## src/rtl/dmem_arbiter_pkg.sv

```systemverilog
// ---------------------------------------------------------------------------
// dmem_arbiter_pkg
//
// Purpose : Shared definitions for the data-memory arbiter slice: the FSM
//           state encoding, the default port widths and the width of the
//           small saturating counters that track DMA starvation and burst
//           length.
//
// Contents:
//   S_CPU / S_DMA   - 1-bit FSM state encodings
//   DEF_ADDR_W      - default address width
//   DEF_DATA_W      - default data width
//   CNT_W           - width of the starvation / beat counters
//   to_cnt()        - narrows an integer limit to a counter-width value
// ---------------------------------------------------------------------------
package dmem_arbiter_pkg;

    localparam logic [0:0] S_CPU = 1'b0;
    localparam logic [0:0] S_DMA = 1'b1;

    localparam int DEF_ADDR_W = 32;
    localparam int DEF_DATA_W = 32;

    // Both counters only ever need to reach 15.
    localparam int CNT_W = 4;

    function automatic logic [CNT_W-1:0] to_cnt(input int value);
        return CNT_W'(value);
    endfunction

endpackage

```

## src/rtl/arb_sat_counter.sv

```systemverilog
// ---------------------------------------------------------------------------
// arb_sat_counter
//
// Purpose : Small up-counter that stops at a programmable limit. The arbiter
//           uses one instance to count consecutive denied DMA cycles and one
//           to count beats inside a DMA burst.
//
// Ports:
//   clk    in   clock, rising edge
//   clrn   in   asynchronous active-low clear
//   inc    in   count up by one (ignored once count has reached limit)
//   clr    in   synchronous clear to zero, wins over inc
//   limit  in   saturation value
//   count  out  current count
// ---------------------------------------------------------------------------
module arb_sat_counter
    import dmem_arbiter_pkg::*;
(
    input  logic             clk,
    input  logic             clrn,
    input  logic             inc,
    input  logic             clr,
    input  logic [CNT_W-1:0] limit,
    output logic [CNT_W-1:0] count
);

    always_ff @(posedge clk or negedge clrn) begin
        if (!clrn) begin
            count <= '0;
        end else if (clr) begin
            count <= '0;
        end else if (inc && (count < limit)) begin
            count <= count + 1'b1;
        end
    end

endmodule

```

## src/rtl/dmem_arbiter.sv

```systemverilog
// ---------------------------------------------------------------------------
// dmem_arbiter
//
// Purpose : Shares the single-port data RAM between the CPU MEM stage
//           (port C) and a DMA/loader engine (port D). The CPU normally wins,
//           but the DMA is force-granted after STARVE_MAX consecutive denied
//           cycles. Once a DMA burst has started it may keep the RAM for at
//           most BURST_MAX consecutive beats. The CPU is stalled whenever it
//           requests but is not granted.
//
// Ports:
//   clk, clrn                     clock / asynchronous active-low reset
//   c_req, c_we, c_addr, c_wdata  CPU request fields (held until granted)
//   c_gnt, c_stall                CPU grant and pipeline stall (combinational)
//   c_rvalid, c_rdata             CPU read return, one cycle after grant
//   d_req, d_we, d_last,
//   d_addr, d_wdata               DMA request fields (held until granted)
//   d_gnt                         DMA grant (combinational)
//   d_rvalid, d_rdata             DMA read return, one cycle after grant
//   ram_we, ram_addr, ram_wdata   RAM command, driven by the granted port
//   ram_rdata                     RAM read data, one cycle after address
// ---------------------------------------------------------------------------
module dmem_arbiter
    import dmem_arbiter_pkg::*;
#(
    parameter int ADDR_W     = DEF_ADDR_W,
    parameter int DATA_W     = DEF_DATA_W,
    parameter int STARVE_MAX = 4,
    parameter int BURST_MAX  = 4
) (
    input  logic              clk,
    input  logic              clrn,

    input  logic              c_req,
    input  logic              c_we,
    input  logic [ADDR_W-1:0] c_addr,
    input  logic [DATA_W-1:0] c_wdata,
    output logic              c_gnt,
    output logic              c_stall,
    output logic              c_rvalid,
    output logic [DATA_W-1:0] c_rdata,

    input  logic              d_req,
    input  logic              d_we,
    input  logic              d_last,
    input  logic [ADDR_W-1:0] d_addr,
    input  logic [DATA_W-1:0] d_wdata,
    output logic              d_gnt,
    output logic              d_rvalid,
    output logic [DATA_W-1:0] d_rdata,

    output logic              ram_we,
    output logic [ADDR_W-1:0] ram_addr,
    output logic [DATA_W-1:0] ram_wdata,
    input  logic [DATA_W-1:0] ram_rdata
);

    localparam logic [CNT_W-1:0] STARVE_LIM = to_cnt(STARVE_MAX);
    localparam logic [CNT_W-1:0] BURST_LIM  = to_cnt(BURST_MAX);
    localparam logic [CNT_W-1:0] BURST_LAST = to_cnt(BURST_MAX - 1);
    // A burst limit of one means every DMA beat is a standalone grant.
    localparam logic             BURST_EN   = (BURST_MAX > 1);

    logic [0:0]       state;
    logic [0:0]       next_state;
    logic [CNT_W-1:0] starve_cnt;
    logic [CNT_W-1:0] beat_cnt;
    logic             starve_inc;
    logic             starve_clr;
    logic             beat_inc;
    logic             beat_clr;

    // Grant selection. Grants are masked while clrn is low so that nothing
    // reaches the RAM during reset, including the moment reset is asserted
    // in the middle of a burst.
    always_comb begin
        c_gnt = 1'b0;
        d_gnt = 1'b0;
        if (clrn) begin
            if (state == S_CPU) begin
                c_gnt = c_req && (starve_cnt < STARVE_LIM);
                d_gnt = !c_gnt && d_req;
            end else begin
                // A DMA that drops its request ends the burst and hands the
                // same cycle to the CPU.
                d_gnt = d_req;
                c_gnt = !d_req && c_req;
            end
        end
    end

    assign c_stall = c_req && !c_gnt;

    // Next-state logic. A burst ends on its last beat, on the beat that
    // reaches the burst cap, or as soon as the DMA stops requesting.
    always_comb begin
        next_state = state;
        if (state == S_CPU) begin
            if (d_gnt && !d_last && BURST_EN) begin
                next_state = S_DMA;
            end
        end else begin
            if (!d_req || (d_gnt && (d_last || (beat_cnt == BURST_LAST)))) begin
                next_state = S_CPU;
            end
        end
    end

    always_ff @(posedge clk or negedge clrn) begin
        if (!clrn) begin
            state <= S_CPU;
        end else begin
            state <= next_state;
        end
    end

    // Starvation tracking: only cycles where the DMA asks and is refused
    // count; any DMA grant or idle DMA cycle resets the count.
    assign starve_inc = d_req && !d_gnt;
    assign starve_clr = d_gnt || !d_req;

    arb_sat_counter u_starve_cnt (
        .clk   (clk),
        .clrn  (clrn),
        .inc   (starve_inc),
        .clr   (starve_clr),
        .limit (STARVE_LIM),
        .count (starve_cnt)
    );

    // Beat tracking: the entry beat takes the count from 0 to 1, every
    // further beat inside the burst adds one, and leaving the burst clears.
    assign beat_inc = d_gnt && (next_state == S_DMA);
    assign beat_clr = (next_state == S_CPU);

    arb_sat_counter u_beat_cnt (
        .clk   (clk),
        .clrn  (clrn),
        .inc   (beat_inc),
        .clr   (beat_clr),
        .limit (BURST_LIM),
        .count (beat_cnt)
    );

    // RAM command mux; an idle RAM sees an all-zero command.
    always_comb begin
        ram_we    = 1'b0;
        ram_addr  = '0;
        ram_wdata = '0;
        if (c_gnt) begin
            ram_we    = c_we;
            ram_addr  = c_addr;
            ram_wdata = c_wdata;
        end else if (d_gnt) begin
            ram_we    = d_we;
            ram_addr  = d_addr;
            ram_wdata = d_wdata;
        end
    end

    // Read-return tags. Reset clears them, so data in flight at reset never
    // shows up as valid.
    always_ff @(posedge clk or negedge clrn) begin
        if (!clrn) begin
            c_rvalid <= 1'b0;
            d_rvalid <= 1'b0;
        end else begin
            c_rvalid <= c_gnt && !c_we;
            d_rvalid <= d_gnt && !d_we;
        end
    end

    assign c_rdata = ram_rdata;
    assign d_rdata = ram_rdata;

endmodule

```

## config.mk

```make
export PLATFORM = sky130hd
export DESIGN_NAME = dmem_arbiter
export DESIGN_NICKNAME = d
export VERILOG_FILES = /design/src/rtl/dmem_arbiter_pkg.sv /design/src/rtl/arb_sat_counter.sv /design/src/rtl/dmem_arbiter.sv
export SDC_FILE = /design/constraint.sdc
export NUM_CORES = 1
export LEC_CHECK = 0
export ABC_CLOCK_PERIOD_IN_PS = 2100
export BUFFER_PORTS_ARGS = -buffer_cell sky130_fd_sc_hd__buf_2
export CORE_AREA = 5 5 114 116
export CTS_BUF_LIST = sky130_fd_sc_hd__clkbuf_4
export DETAILED_ROUTE_END_ITERATION = 16
export DIE_AREA = 0 0 119 121
export GPL_ROUTABILITY_DRIVEN = 0
export PLACE_DENSITY = 0.59
export SYNTH_ARGS = -nofsm -noshare
export SYNTH_HDL_FRONTEND = slang
export SYNTH_SLANG_ARGS = --single-unit
```

## constraint.sdc

```tcl
create_clock -name clk -period 2.1 [get_ports clk]
set_input_delay 0.105 -clock clk [delete_from_list [all_inputs] [get_ports clk]]
set_output_delay 0.105 -clock clk [all_outputs]
set_load 0.02 [all_outputs]
```

==> flow_metrics.py <==
metrics = {
    "yosys": {
        "synth-edff-count": 0,
        "ys_types": 29,
        "synth_nets": 362,
        "synthArstFlopShare_pct": 100,
        "yosys_warnings": 0,
        "ys_seq_area_share_pct": 16.2,
        "synthCells": 193,
        "ys_ff_latch": 11,
        "syn_area_mm2": 0.00170,
        "synth_flop_cell": "dfrtp_1",
        "avgSynthCellArea_um2": 8.79,
    },
    "setup_path": {
        "critPathArrivalTime_ns": 1.93,
        "path_max_fanout": 20,
        "crit_path_start_kind": "register",
        "endpoint_kind": "output pin",
        "worst_ep_required_time_ns": 2.00,
        "setup.worst_path.class": "reg2out",
    },
    "clocking": {
        "htreeDepth": 1,
        "cts_tree": "done",
        "clk_pin_slew_ns": 0.07,
        "cts_buffer_depth": 2,
        "clkSinkCount": 11,
        "clk_latency_ns": 0.26,
        "cts_made_buffers": 3,
        "root_buffer": "clkbuf_4",
    },
    "cells_and_area": {
        "final_nets": 507,
        "multi_input_area_um2": 865,
        "seqCellArea_um2": 279,
        "area_growth_pct": 55.5,
        "drive_above_1_share_pct": 67.7,
        "diodes": 0,
        "stdcell_count": 484,
        "n_fill_cell": 1310,
        "fin_util_pct": 22.3,
    },
    "sta": {
        "fin_crit_ns": 2.03,
        "finalMaxSlewViolations": 0,
        "worst_slack_ns": 0.0688,
        "fin_skew_ns": 0.00332,
        "setup_viol": 0,
        "rsz0062_at_grt": "true",
        "relSlewSlack_pct": 74.8,
        "hold_viol": 0,
        "timing_worst_slew_pin_value_ns": 0.373,
        "tns_ns": 0,
        "fmax_mhz": 492,
        "fin_crit_sh_pct": 96.7,
    },
    "global_route": {
        "grt_busiest_layer": "met2",
        "antenna_found_initial": 1,
        "grt_start_max_net_pins": 43,
        "met2_usage_pct": 18.1,
        "track_usage_pct": 9.92,
        "overflow": 0,
        "use_met3_pct": 3.45,
        "globalRouteMet1Util_pct": 10.6,
        "grt_first_pass_wirelength_mm": 11.6,
        "grt_pass1_vias": 2092,
    },
    "power": {
        "power_w": 0.00100,
        "leakage_nw": 1.48,
        "peakVddDrop_mv": 0.237,
        "power_density_mw_per_mm2": 380,
    },
    "detailed_routing": {
        "drtIter0Drc": 47,
        "drt-pass1-iter-count": 4,
        "ant_nets": 0,
        "viasPerCell": 4.38,
        "routedWlPerCell_um": 16.9,
        "vias": 2122,
        "wirelength_mm": 8.16,
        "drc": 0,
    },
    "placed_design": {
        "hpwl_mm": 6.83,
        "dpl.cell_count": 471,
        "place_ws_ns": 0.210,
        "io_buffers": 204,
    },
    "floorplanning": {
        "rows": 40,
        "die_area_mm2": 0.0144,
        "start_util_pct": 14.4,
        "die_w_um": 119,
        "ios": 301,
        "core_area_mm2": 0.0118,
        "die-height_um": 121,
    },
    "outcome": {
        "outcome": "finished, final reports clean",
    },
    "worst_hold_path": {
        "hold_class": "in2reg",
    },
    "flow_run": {
        "drv_cap": 0,
    },
}
==> final timing paths <==
kind,from,to,slack (ns),cells after the start
worst min register to register,u_beat_cnt.count[0],u_beat_cnt.count[0],0.56,2
worst max-delay path,state,ram_addr[18],0.07,6
max in group asynchronous,clrn,u_starve_cnt.count[3],1.65,3
worst min-delay path,d_we,d_rvalid,0.04,2
min in group asynchronous,clrn,u_beat_cnt.count[0],0.29,3
worst max register to register,state,u_beat_cnt.count[2],0.41,4
==> layout by cell type, fill, tap and decap left out, types with 2 or more instances in the layout <==
cell type and count:
buf_4 22, nand3b_1 2, a22o_1 65, nand2_1 2, dfrtp_1 8, dlygate4sd3_1 2, clkbuf_4 4, nor2_1 2
buf_12 3, inv_1 3, ha_1 2, a21oi_1 4, buf_2 187, nor3b_1 4, nor2b_1 2, buf_6 2
o41ai_1 2, bufbuf_16 2, dfrtp_2 3, nor4bb_1 2
==> cells by family after synthesis <==
logic type / after synthesis / share of synthesized area [%]
fa+ha+maj: 2 / 1.47
compound gates: 74 / 37.5
flops: 11 / 16.2
simple gates: 23 / 9.88
buf+inv: 81 / 33.8
xor+xnor: 1 / 0.516
mux: 1 / 0.590
==> synth_stat cells (3+ instances only) <==
master / count / area [um2]
a22o_1: 65 / 569
clkbuf_1: 5 / 18.8
dfrtp_1: 11 / 275
buf_6: 3 / 33.8
buf_2: 6 / 30.0
nor3b_1: 4 / 30.0
buf_4: 64 / 480
inv_1: 3 / 11.3
a21oi_1: 4 / 20.0
==> timing repair <==
| item | 4_1_cts | 5_1_grt |
|---|---|---|
| endpoints found under the hold margin | 12 | 0 |
| pin swaps | 1 | 1 |
| gates cloned | 2 | 0 |
| endpoints found under the setup margin | 5 | 39 |
| hold buffers | 2 | 0 |
| setup buffers | 1 | 4 |
| gates resized for setup | 7 | 16 |
==> critical path, cell delays in order (launching register included) <==
cell and delay (ns):
dfrtp_2 0.42, or3_4 0.40, a21oi_4 0.15, buf_12 0.13, bufbuf_16 0.28, a22o_1 0.15, buf_4 0.14
==> area by class of cell <==
| cell class | count | share of cell area [%] |
|---|---|---|
| clock buffer | 4 | 1.14 |
| inverter | 3 | 0.427 |
| multi-input combinational | 101 | 32.8 |
| sequential | 11 | 10.6 |
| tap | 147 | 6.97 |
| timing repair buffer | 218 | 48.1 |
==> metal layers <==
metal  routed length (um)  share of wire, %  vias to the layer above
li1                     -                 -                      959
met1                 2830                35                      973
met2                 4180                51                      155
met3                  879                11                       35
met4                  272               3.3                        0
met5                    0                 0                        -
==> power by group <==
part           internal [W]  switching [W]  total [W]
registers          0.000221     0.00000541   0.000226
logic              0.000302       0.000317   0.000619
clock network     0.0000863      0.0000696   0.000156
total              0.000609       0.000392    0.00100
==> flip-flops by register name (all words and copies together), names as in the netlist <==
name	flops
u_beat_cnt.count	4
u_starve_cnt.count	4
c_rvalid	1
d_rvalid	1
state	1
==> stage by stage <==
stage                     area (um2)  hold WS [ns]
after floorplan                 1700        -0.191
after global placement          2410        0.0580
after detailed placement        2410        0.0635
after CTS                       2570        0.0320
after global routing            2640        0.0290
final                           2640        0.0396
Power figures use the tool's default switching activity.
